--- src/rtl/corescore_rst_pkg.sv ---
// Shared definitions for the CoreScore reset sequencer: state encoding and
// counter sizing.
package corescore_rst_pkg;

    typedef enum logic [1:0] {
        WAIT = 2'd0,
        HOLD = 2'd1,
        REL  = 2'd2,
        RUN  = 2'd3
    } state_t;

    // One counter width serves the hold, stagger and loss counters.
    // The extra bit keeps the largest terminal count from wrapping.
    function automatic int cnt_width(input int lock_wait, input int stagger,
                                     input int loss_filter);
        int m;
        m = lock_wait;
        if (stagger > m)     m = stagger;
        if (loss_filter > m) m = loss_filter;
        return $clog2(m) + 1;
    endfunction

endpackage

--- src/rtl/corescore_sync_ff.sv ---
// N-stage single-bit synchroniser with asynchronous active-low clear.
// Used for LOCKED here and reusable for other single-bit CDC crossings.
module corescore_sync_ff #(
    parameter int STAGES = 2
) (
    input  logic i_clk,
    input  logic i_rst_n,
    input  logic i_d,
    output logic o_q
);

    logic [STAGES-1:0] r_sync;

    // Shift the asynchronous input through the flop chain.
    always_ff @(posedge i_clk or negedge i_rst_n) begin
        if (!i_rst_n) begin
            r_sync <= '0;
        end else begin
            r_sync <= {r_sync[STAGES-2:0], i_d};
        end
    end

    assign o_q = r_sync[STAGES-1];

endmodule

--- src/rtl/corescore_rst_seq.sv ---
// Reset sequencer: waits for a stable PLL/MMCM lock, then releases NUM_RST
// active-high resets one at a time, re-sequencing on lock loss or on a
// software request.
//
// state | meaning
// ------+-----------------------------------------------------------------
// WAIT  | all resets asserted, waiting for synchronised LOCKED
// HOLD  | lock seen, counting LOCK_WAIT cycles before releasing o_rst[0]
// REL   | releasing o_rst[1..NUM_RST-1], one every STAGGER cycles
// RUN   | all resets released, o_ready high
module corescore_rst_seq
    import corescore_rst_pkg::*;
#(
    parameter int NUM_RST     = 3,
    parameter int SYNC_STAGES = 2,
    parameter int LOCK_WAIT   = 4,
    parameter int STAGGER     = 2,
    parameter int LOSS_FILTER = 3
) (
    input  logic               i_clk,
    input  logic               i_rst_n,
    input  logic               i_locked,
    input  logic               i_sw_rst,
    output logic [NUM_RST-1:0] o_rst,
    output logic               o_ready
);

    localparam int CW = cnt_width(LOCK_WAIT, STAGGER, LOSS_FILTER);

    localparam logic [CW-1:0] HOLD_TC = CW'(LOCK_WAIT - 1);
    localparam logic [CW-1:0] STAG_TC = CW'(STAGGER - 1);
    localparam logic [CW-1:0] LOSS_TC = CW'(LOSS_FILTER - 1);

    if (NUM_RST < 1 || SYNC_STAGES < 2 || LOCK_WAIT < 1 ||
        STAGGER < 1 || LOSS_FILTER < 1) begin : g_bad_param
        $error("corescore_rst_seq: illegal parameter value");
    end

    logic               w_locked_s;
    state_t             r_state, w_state_nxt;
    logic [CW-1:0]      r_cnt, w_cnt_nxt;
    logic [CW-1:0]      r_loss, w_loss_nxt;
    logic [NUM_RST-1:0] r_rst, w_rst_nxt;
    logic               r_ready, w_ready_nxt;
    logic [NUM_RST-1:0] w_rst_shift;

    corescore_sync_ff #(
        .STAGES (SYNC_STAGES)
    ) u_sync_locked (
        .i_clk   (i_clk),
        .i_rst_n (i_rst_n),
        .i_d     (i_locked),
        .o_q     (w_locked_s)
    );

    // Bit 0 releases first; shifting left clears the next higher bit.
    assign w_rst_shift = r_rst << 1;

    // State, counters and output flops.
    always_ff @(posedge i_clk or negedge i_rst_n) begin
        if (!i_rst_n) begin
            r_state <= WAIT;
            r_cnt   <= '0;
            r_loss  <= '0;
            r_rst   <= '1;
            r_ready <= 1'b0;
        end else begin
            r_state <= w_state_nxt;
            r_cnt   <= w_cnt_nxt;
            r_loss  <= w_loss_nxt;
            r_rst   <= w_rst_nxt;
            r_ready <= w_ready_nxt;
        end
    end

    // Next-state and next-output logic; lock loss overrides software request.
    always_comb begin
        w_state_nxt = r_state;
        w_cnt_nxt   = r_cnt;
        w_loss_nxt  = r_loss;
        w_rst_nxt   = r_rst;
        w_ready_nxt = r_ready;

        if (r_state == WAIT) begin
            w_cnt_nxt  = '0;
            w_loss_nxt = '0;
            if (w_locked_s) begin
                w_state_nxt = HOLD;
            end
        end else begin
            w_loss_nxt = w_locked_s ? '0 : r_loss + CW'(1);

            case (r_state)
                HOLD: begin
                    if (r_cnt == HOLD_TC) begin
                        w_cnt_nxt   = '0;
                        w_rst_nxt   = w_rst_shift;
                        w_ready_nxt = (w_rst_shift == '0);
                        w_state_nxt = (w_rst_shift == '0) ? RUN : REL;
                    end else begin
                        w_cnt_nxt = r_cnt + CW'(1);
                    end
                end
                REL: begin
                    if (r_cnt == STAG_TC) begin
                        w_cnt_nxt   = '0;
                        w_rst_nxt   = w_rst_shift;
                        w_ready_nxt = (w_rst_shift == '0);
                        w_state_nxt = (w_rst_shift == '0) ? RUN : REL;
                    end else begin
                        w_cnt_nxt = r_cnt + CW'(1);
                    end
                end
                default: begin
                end
            endcase

            if (i_sw_rst) begin
                w_state_nxt = HOLD;
                w_cnt_nxt   = '0;
                w_rst_nxt   = '1;
                w_ready_nxt = 1'b0;
            end

            if (!w_locked_s && r_loss == LOSS_TC) begin
                w_state_nxt = WAIT;
                w_cnt_nxt   = '0;
                w_loss_nxt  = '0;
                w_rst_nxt   = '1;
                w_ready_nxt = 1'b0;
            end
        end
    end

    assign o_rst   = r_rst;
    assign o_ready = r_ready;

endmodule
--- config.mk ---
export PLATFORM = sky130hd
export DESIGN_NAME = corescore_rst_seq
export DESIGN_NICKNAME = d
export VERILOG_FILES = /design/src/rtl/corescore_rst_pkg.sv /design/src/rtl/corescore_sync_ff.sv /design/src/rtl/corescore_rst_seq.sv
export SDC_FILE = /design/constraint.sdc
export NUM_CORES = 1
export LEC_CHECK = 0
export ABC_AREA = 1
export ABC_CLOCK_PERIOD_IN_PS = 1200
export BUFFER_PORTS_ARGS = -buffer_cell sky130_fd_sc_hd__buf_2
export CAP_MARGIN = 20
export CORE_UTILIZATION = 48
export DETAILED_ROUTE_END_ITERATION = 8
export GPL_TIMING_DRIVEN = 0
export PLACE_DENSITY = 0.79
export SETUP_SLACK_MARGIN = 0.1
export SYNTH_ARGS = -nofsm -noshare
export SYNTH_HDL_FRONTEND = slang
export SYNTH_SLANG_ARGS = --single-unit
--- constraint.sdc ---
create_clock -name i_clk -period 1.2 [get_ports i_clk]
set_clock_uncertainty 0.05 [all_clocks]
set_input_delay 0.3 -clock i_clk [delete_from_list [all_inputs] [get_ports i_clk]]
set_output_delay 0.3 -clock i_clk [all_outputs]
set_load 0.02 [all_outputs]
==> results.cfg, run 1 <==
[status]
status = finished, violations left
violations = negative setup slack

[power_and_ir_drop]
leakagePower_nw = 0.532
p_per_area_nw_per_um2 = 2430
vdd_drop_max_uv = 1730

[sta]
fin_hold_ws_ps = 66.8
rsz0062_at_grt = yes
fin_crit_ps = 1390
setup_ws_ps = -189
hold_viol = 0
relSlewSlack_pct = 77.9
tightest_slew_ps = 332
max_freq_mhz = 720
setup_viol = 15
fin_crit_sh_pct = 116
final_max_slew_viol_count = 0

[setup_path]
rr_startpoint = r_cnt[0]$_DFFE_PN0P_
worstReg2RegEnd = o_ready$_DFFE_PN0P_
rrSetupSlack_ps = -190
critPathCapture = o_ready$_DFFE_PN0P_
cp-end-kind = flop
cp_data_required_time_ps = 1370
critPathMostFrequentCell = nand2_4
rr_worst_depth = 9
critPathLaunchType = flop
cp_slowest_cell = dfrtp_1
critical_path_class = flop to flop
max_stage_delay_ps = 440
cp_cell_sequence = ha_4 > ha_4 > inv_2 > nand2_4 > nand2_4 > nand2_8 > nand2_4 > nand2_1 > nand2_1
startpoint = r_cnt[0]$_DFFE_PN0P_
critPathArrivalTime_ps = 1560
crit_path_max_fanout = 8

[synthesis]
synth_top_area_share_pct = 35.9
synth.largest_area_cell = dfrtp_1
synth_cells = 89
syn-cell-area_um2 = 767
seq_area_frac_synth_pct = 46.2
syn_area_per_cell_um2 = 8.62
yosysWarningCount = 0
ys_types = 18
synth.area.top_cells = dfrtp_1, dfstp_2, ha_1
syn-num-nets = 99
ys_seq_elements = 14

[floorplan]
die_h_um = 42.0
num_rows = 14
start_util_pct = 50.9
dieArea_um2 = 1760
ioPinCount = 8
core_area_um2 = 1510
die_x_um = 42.0

[cts]
clk_latency_ps = 300
cts_max_level = 1
clock_path_buffers = 2
cts_tree = yes
numCtsBuffers = 3
cts.sinks = 14
cts_root_buf = clkbuf_4
cts.reportedPaths.clkPinSlew_ps = 100

[global_route]
grt.overflow.total = 0
grt_util_all_layers_pct = 20.7
grt_pass1_vias = 674
antenna_found_initial = 0
grt_pass1_wl_um = 2680
grt_max_degree = 15

[routing]
drt_wl_total_um = 1800
ant_nets = 0
first_pass_iters = 6
dr.first_iter.drc_count = 13
drt-vias-per-instance = 5.32
via_count = 681
wl_per_cell_um = 14.1
drc = 0

[final_layout]
final_common_cell = nand2_1
area_growth_pct = 41.6
drive_gt1_share_pct = 44.6
most-common-layout-cells = nand2_1, inv_1, dfrtp_1
fillers = 104
fin_util_pct = 72.1
nets = 123
n_antenna_cell = 0

[placement]
gp_congestion = 0.711
dp_hpwl_um = 923
port_buffers = 7

[min_path]
min_path_type = input pin to flop

[flow_run]
max-cap-violations = 0
-- worst max-delay path: cells and delay by family (launching register included) --
family	cells	cell delay [ps]
buf+inv	1	60
flops	1	440
simple gates	6	430
fa+ha+maj	2	340
-- per-layer routing --
layer / up-vias / part of all wire, % / GRT usage [%]
li1: 321 / - / -
met1: 310 / 39 / 20.0
met2: 38 / 51 / 38.8
met3: 12 / 6.5 / 8.62
met4: 0 / 3.2 / 7.10
met5: - / 0 / 0
-- cell type report --
cell class | count | area [µm²] | share of cell area [%]
repair buffers | 19 | 164 | 15.1
clock buffers | 4 | 36.3 | 3.34
multi-input cells | 58 | 443 | 40.8
well taps | 16 | 20.0 | 1.84
inverters | 17 | 68.8 | 6.34
flip-flops and latches | 14 | 354 | 32.6
-- kinds of logic after synthesis --
logic type               synth area share, %
AO/OA/AOI/OAI                           4.24
XOR/XNOR                                1.14
adder cells (fa/ha/maj)                 9.79
buffers and inverters                   8.32
flip-flops                              46.2
AND/OR/NAND/NOR                         30.3
-- power breakdown --
part	internal (W)	leakage [nW]	switching, W
sequential	0.000669	0.174	0.000145
combinational	0.000644	0.338	0.000833
clock	0.000185	0.0210	0.000168
total	0.00150	0.532	0.00115
-- registers in the layout, summed over array words and instances (netlist names) --
signal	flops
u_sync_locked.r_sync	2
o_ready	1
r_state	2
r_loss	3
r_cnt	3
o_rst	3
-- stage by stage --
step | power, W | TNS, ps | cells | instance area, µm² | worst slack, ps
floorplan | 0.00150 | -347 | 89 | 785 | -79.9
detailed placement | 0.00172 | -1190 | 112 | 840 | -216
global placement | 0.00167 | -884 | 112 | 840 | -163
finish | 0.00264 | -1890 | 128 | 1090 | -189
CTS | 0.00244 | -1620 | 126 | 1030 | -148
global route | 0.00278 | -2550 | 128 | 1090 | -242
-- cell usage after synthesis --
master    n
nor3_1    1
xnor2_1   1
inv_2     3
nand3_4   1
nor2_2    1
nand2_1  20
o22ai_1   1
dfstp_2   3
ha_1      6
o21ai_1   1
nand2_2   1
inv_1    14
nand2_4   3
nand3_1  11
dfrtp_1  11
o21ai_0   1
nor2_1    9
a21oi_4   1
-- timing repair --
item	CTS	global route
buffers inserted	9	3
pin swaps	8	5
hold endpoints to repair	11	0
hold buffers	1	0
gates resized for setup	22	9
endpoints found under the setup margin	16	16
-- how the worst min path moves through the flow --
stage | start | to | slack [ps] | depth (start not counted)
floorplan | i_rst_n | o_ready$_DFFE_PN0P_ | -50 | 0
detailed placement | i_rst_n | r_state[0]$_DFFE_PN0P_ | 160 | 1
CTS | i_locked | u_sync_locked.r_sync[0]$_DFF_PN0_ | 70 | 1
global placement | i_rst_n | r_state[1]$_DFFE_PN0P_ | 150 | 1
global route | i_locked | u_sync_locked.r_sync[0]$_DFF_PN0_ | 50 | 1
finish | i_locked | u_sync_locked.r_sync[0]$_DFF_PN0_ | 70 | 1
Note: power is estimated with default switching activity, not from simulation.
==> inputs of run 2 (changes only) <==
Settings changed: REMOVE_ABC_BUFFERS set to 1.
==> results.cfg, run 2 (synthesis gave the netlist of run 1 again) <==
[status]
status = finished, violations left
violations = negative setup slack

[global_route]
grt_pass1_vias = 646
grt.overflow.total = 0
grt_pass1_wl_um = 2770
grt_max_degree = 15
antenna_found_initial = 0
grt_util_all_layers_pct = 21.3

[setup_path]
cp-end-kind = flop
critical_path_class = flop to flop
critPathMostFrequentCell = nand2_4
critPathLaunchType = flop
startpoint = r_cnt[0]$_DFFE_PN0P_
max_stage_delay_ps = 390
cp_num_buf_inv = 1
crit_path_max_fanout = 8
cp_slowest_cell = dfrtp_1
rrSetupSlack_ps = -180
critPathArrivalTime_ps = 1550
cp_data_required_time_ps = 1380
rr_startpoint = r_cnt[0]$_DFFE_PN0P_
worstReg2RegEnd = o_rst[1]$_DFFE_PN1P_
critPathTopFamily = simple AND/OR/NAND/NOR gates
rr_worst_depth = 9
cp_cell_sequence = ha_2 > ha_4 > inv_2 > nand2_4 > nand2_4 > nand2_8 > nand2_4 > nand2_1 > nand2_1

[final_layout]
final_common_cell = nand2_1
final_area_um2 = 1060
nets = 122
drive_gt1_share_pct = 43.2
n_antenna_cell = 0
fillers = 111
area_growth_pct = 37.7
most-common-layout-cells = nand2_1, inv_1, dfrtp_1

[cts]
cts.sinks = 14
cts_root_buf = clkbuf_4
cts_tree = yes
clk_latency_ps = 280
numCtsBuffers = 3
cts.reportedPaths.clkPinSlew_ps = 90
cts_max_level = 1
clock_path_buffers = 2

[floorplan]
start_util_pct = 50.9
die_h_um = 42.0
num_rows = 14
core_area_um2 = 1510
ioPinCount = 8
die_x_um = 42.0
dieArea_um2 = 1760

[min_path]
min_path_type = input pin to flop
holdPathStages = 1
min_to = u_sync_locked.r_sync[0]$_DFF_PN0_
hp-start = i_locked

[placement]
dpl-instance-area_um2 = 822
dp_hpwl_um = 889
gp_congestion = 0.713
port_buffers = 7

[sta]
setup_tns_ps = -1370
fin_crit_ps = 1380
setup_viol = 12
rsz0062_at_grt = yes
max_freq_mhz = 727
tightest_slew_ps = 313
setup_ws_ps = -176
relSlewSlack_pct = 79.1
fin_crit_sh_pct = 115
final_max_slew_viol_count = 0
hold_viol = 0
fin_hold_ws_ps = 76.0

[routing]
drc = 0
drt_wl_total_um = 1650
wl_per_cell_um = 13.0
ant_nets = 0
drt-vias-per-instance = 4.95
first_pass_iters = 4
dr.first_iter.drc_count = 15
via_count = 629

[power_and_ir_drop]
leakagePower_nw = 0.516
pwr-share-clk_pct = 12.9
power.share.sequential_pct = 30.9
switchingPower_w = 0.00111
switching_share_pct = 42.7
vdd_drop_max_uv = 1490
p_per_area_nw_per_um2 = 2460
p_int_w = 0.00149
comb_power_share_pct = 56.2

[flow_run]
max-cap-violations = 0
[run 2: changes by cell type in the layout (fill, tap and decap cells not counted), moves of 2 or more]
| cell | before | now |
|---|---|---|
| nand3_1 | 5 | 9 |
| nand3_2 | 6 | 2 |
| buf_6 | 7 | 5 |
| ha_2 | 1 | 3 |
| o21ai_1 | 2 | 0 |
[run 2: worst max path at each step]
stage                      endpoint  depth (start not counted)
4_1_cts         o_ready$_DFFE_PN0P_                          9
3_5_place_dp    o_ready$_DFFE_PN0P_                          8
6_report       o_rst[1]$_DFFE_PN1P_                          9
3_3_place_gp    o_ready$_DFFE_PN0P_                          8
5_1_grt        o_rst[1]$_DFFE_PN1P_                          9
2_1_floorplan   o_ready$_DFFE_PN0P_                          8
[run 2: what timing repair did]
action                     in CTS  in global routing
hold buffers                    1                  0
hold endpoints to repair       11                  0
resized for setup              25                  6
buffers inserted                9                  1
setup endpoints to repair      16                 16
pin swaps                      10                  3
[run 2: per-stage QoR]
stage | worst slack [ps] | total power [W] | util (%) | cells
detailed placement | -229 | 0.00170 | 54.6 | 112
finish | -176 | 0.00260 | 70.1 | 127
global placement | -223 | 0.00167 | 54.6 | 112
CTS | -140 | 0.00245 | 68.0 | 126
global route | -254 | 0.00277 | 70.1 | 127
floorplan | -130 | 0.00150 | - | 89
[run 2: per-layer routing]
| layer | routed length, µm | vias up | track usage [%] | share of wire [%] |
|---|---|---|---|---|
| met5 | 0 | - | 0 | 0 |
| met4 | 36 | 0 | 7.74 | 2.2 |
| met3 | 55 | 4 | 6.47 | 3.3 |
| met2 | 886 | 15 | 35.9 | 54 |
| met1 | 676 | 291 | 25.6 | 41 |
| li1 | - | 319 | - | - |
[run 2: power groups by stage]
| stage | clock, W | combinational [W] | sequential [W] |
|---|---|---|---|
| finish | 0.000335 | 0.00146 | 0.000802 |
| detailed placement | 0 | 0.000907 | 0.000792 |
| global route | 0.000368 | 0.00158 | 0.000821 |
| floorplan | 0 | 0.000630 | 0.000865 |
| global placement | 0 | 0.000887 | 0.000783 |
| CTS | 0.000347 | 0.00131 | 0.000786 |
[run 2: final cells by class]
| cell class | count | area [µm²] | area share, % |
|---|---|---|---|
| clock buffers | 4 | 36.3 | 3.44 |
| inverters | 17 | 71.3 | 6.75 |
| multi-input cells | 58 | 425 | 40.3 |
| flip-flops and latches | 14 | 354 | 33.5 |
| well taps | 16 | 20.0 | 1.90 |
| repair buffers | 18 | 149 | 14.1 |
==> inputs of run 3 (changes only) <==
Settings changed: CORE_MARGIN set to 4, CTS_BUF_LIST set to sky130_fd_sc_hd__clkbuf_4.
==> results.cfg, run 3 (synthesis gave the netlist of run 1 again) <==
[placement]
place_ws_ps = -235
dp.cells = 112
dpl-instance-area_um2 = 822
dp_hpwl_um = 973
port_buffers = 7
gp_congestion = 0.808

[routing]
dr.first_iter.drc_count = 5
drt_wl_total_um = 1500
drt-vias-per-instance = 4.95
route.met3.wl_um = 53
wl_met2_um = 789
dr.max_layer_used = met4
ant_nets = 0
drc = 0
first_pass_iters = 4
wl_per_cell_um = 12.0
met1_length_um = 643
via_count = 619

[setup_path]
startpoint = r_cnt[0]$_DFFE_PN0P_
crit_path_max_fanout = 8
critPathLaunchType = flop
cp-end-kind = flop
worstReg2RegEnd = o_rst[2]$_DFFE_PN1P_
critPathCapture = o_rst[2]$_DFFE_PN1P_
critPathArrivalTime_ps = 1550
rr_worst_depth = 9
rrSetupSlack_ps = -190
cp_data_required_time_ps = 1370
rr_startpoint = r_cnt[0]$_DFFE_PN0P_
critical_path_class = flop to flop

[floorplan]
dieArea_um2 = 2300
die_h_um = 48.0
die_x_um = 48.0
ioPinCount = 8
core_area_um2 = 1510
start_util_pct = 50.9
num_rows = 14

[final_layout]
final_area_um2 = 1030
n_antenna_cell = 0
most-common-layout-cells = nand2_1, inv_1, dfrtp_1
fin_util_pct = 68.5
finalNonFillerCells = 125
nets = 120
fillers = 128
area_growth_pct = 34.6
drive_gt1_share_pct = 42.2
final_common_cell = nand2_1

[sta]
max_freq_mhz = 722
fin_crit_ps = 1390
rsz0062_at_grt = yes
relSlewSlack_pct = 79.4
setup_viol = 15
tightest_slew_ps = 309
setup_ws_ps = -186
hold_viol = 0
final_max_slew_viol_count = 0
fin_crit_sh_pct = 115

[power_and_ir_drop]
p_per_area_nw_per_um2 = 2390
vdd_drop_max_uv = 1640
leakagePower_nw = 0.504

[status]
violations = negative setup slack
status = finished, violations left

[min_path]
min_path_type = input pin to flop

[cts]
cts_tree = yes
cts_root_buf = clkbuf_4
cts.sinks = 14
numCtsBuffers = 3
cts.reportedPaths.clkPinSlew_ps = 80
clock_path_buffers = 2
clk_latency_ps = 270
cts_max_level = 1

[global_route]
grt_pass1_wl_um = 2530
grt.overflow.total = 0
grt_max_degree = 15
grt_pass1_vias = 647
antenna_found_initial = 0
grt_util_all_layers_pct = 15.7

[flow_run]
max-cap-violations = 0
-- run 3: changes by cell type in the layout (fill, tap and decap cells not counted), sizes merged --
cell	before	now
buf	17	15
clkinv	0	1
clkbuf	4	3
-- run 3: worst max-delay path, cell delays in order (launching register included) --
cell and delay, ps:
dfrtp_1 400, ha_2 200, ha_4 160, inv_2 60, nand2_4 60, nand2_4 100, nand2_8 80, nand2_4 90
nand2_1 60, nand2_1 60
-- run 3: report_power, final --
part           internal [W]  total, W  switching, W
Clock              0.000120  0.000258      0.000137
Combinational      0.000620   0.00141      0.000791
Sequential         0.000670  0.000802      0.000132
Total               0.00141   0.00247       0.00106
-- run 3: final cells by class --
class / count / area (µm²) / area share (%)
inverters: 17 / 71.3 / 6.91
clock buffers: 3 / 22.5 / 2.18
multi-input cells: 58 / 423 / 41.0
clock inverters: 1 / 3.75 / 0.364
repair buffers: 16 / 138 / 13.3
flip-flops and latches: 14 / 354 / 34.3
well taps: 16 / 20.0 / 1.94
-- run 3: worst min path at each step --
| stage | from | endpoint | slack (ps) | cells past startpoint |
|---|---|---|---|---|
| 2_1_floorplan | i_rst_n | o_ready$_DFFE_PN0P_ | -50 | 0 |
| 3_3_place_gp | i_rst_n | r_state[1]$_DFFE_PN0P_ | 160 | 1 |
| 3_5_place_dp | i_rst_n | r_state[1]$_DFFE_PN0P_ | 160 | 1 |
| 4_1_cts | i_locked | u_sync_locked.r_sync[0]$_DFF_PN0_ | 70 | 1 |
| 5_1_grt | i_locked | u_sync_locked.r_sync[0]$_DFF_PN0_ | 60 | 1 |
| 6_report | i_locked | u_sync_locked.r_sync[0]$_DFF_PN0_ | 80 | 1 |
-- run 3: routing by layer --
metal	track usage [%]	vias to the layer above
met5	0	-
met3	5.64	2
met2	26.9	8
met4	3.23	0
li1	-	316
met1	18.8	293
-- run 3: per-stage QoR --
step           power, W  hold WS, ps  TNS (ps)
2_1_floorplan   0.00150        -45.6      -783
3_3_place_gp    0.00167          156     -1440
3_5_place_dp    0.00171          160     -1780
4_1_cts         0.00240         67.8     -1120
5_1_grt         0.00267         61.0     -2440
6_report        0.00247         80.7     -1440
-- run 3: timing repair --
action	in CTS	in global routing
hold endpoints to repair	11	0
setup buffers	7	1
pin swaps	13	5
endpoints found under the setup margin	16	16
hold buffers	1	0
gates resized for setup	28	5
gates cloned	0	0
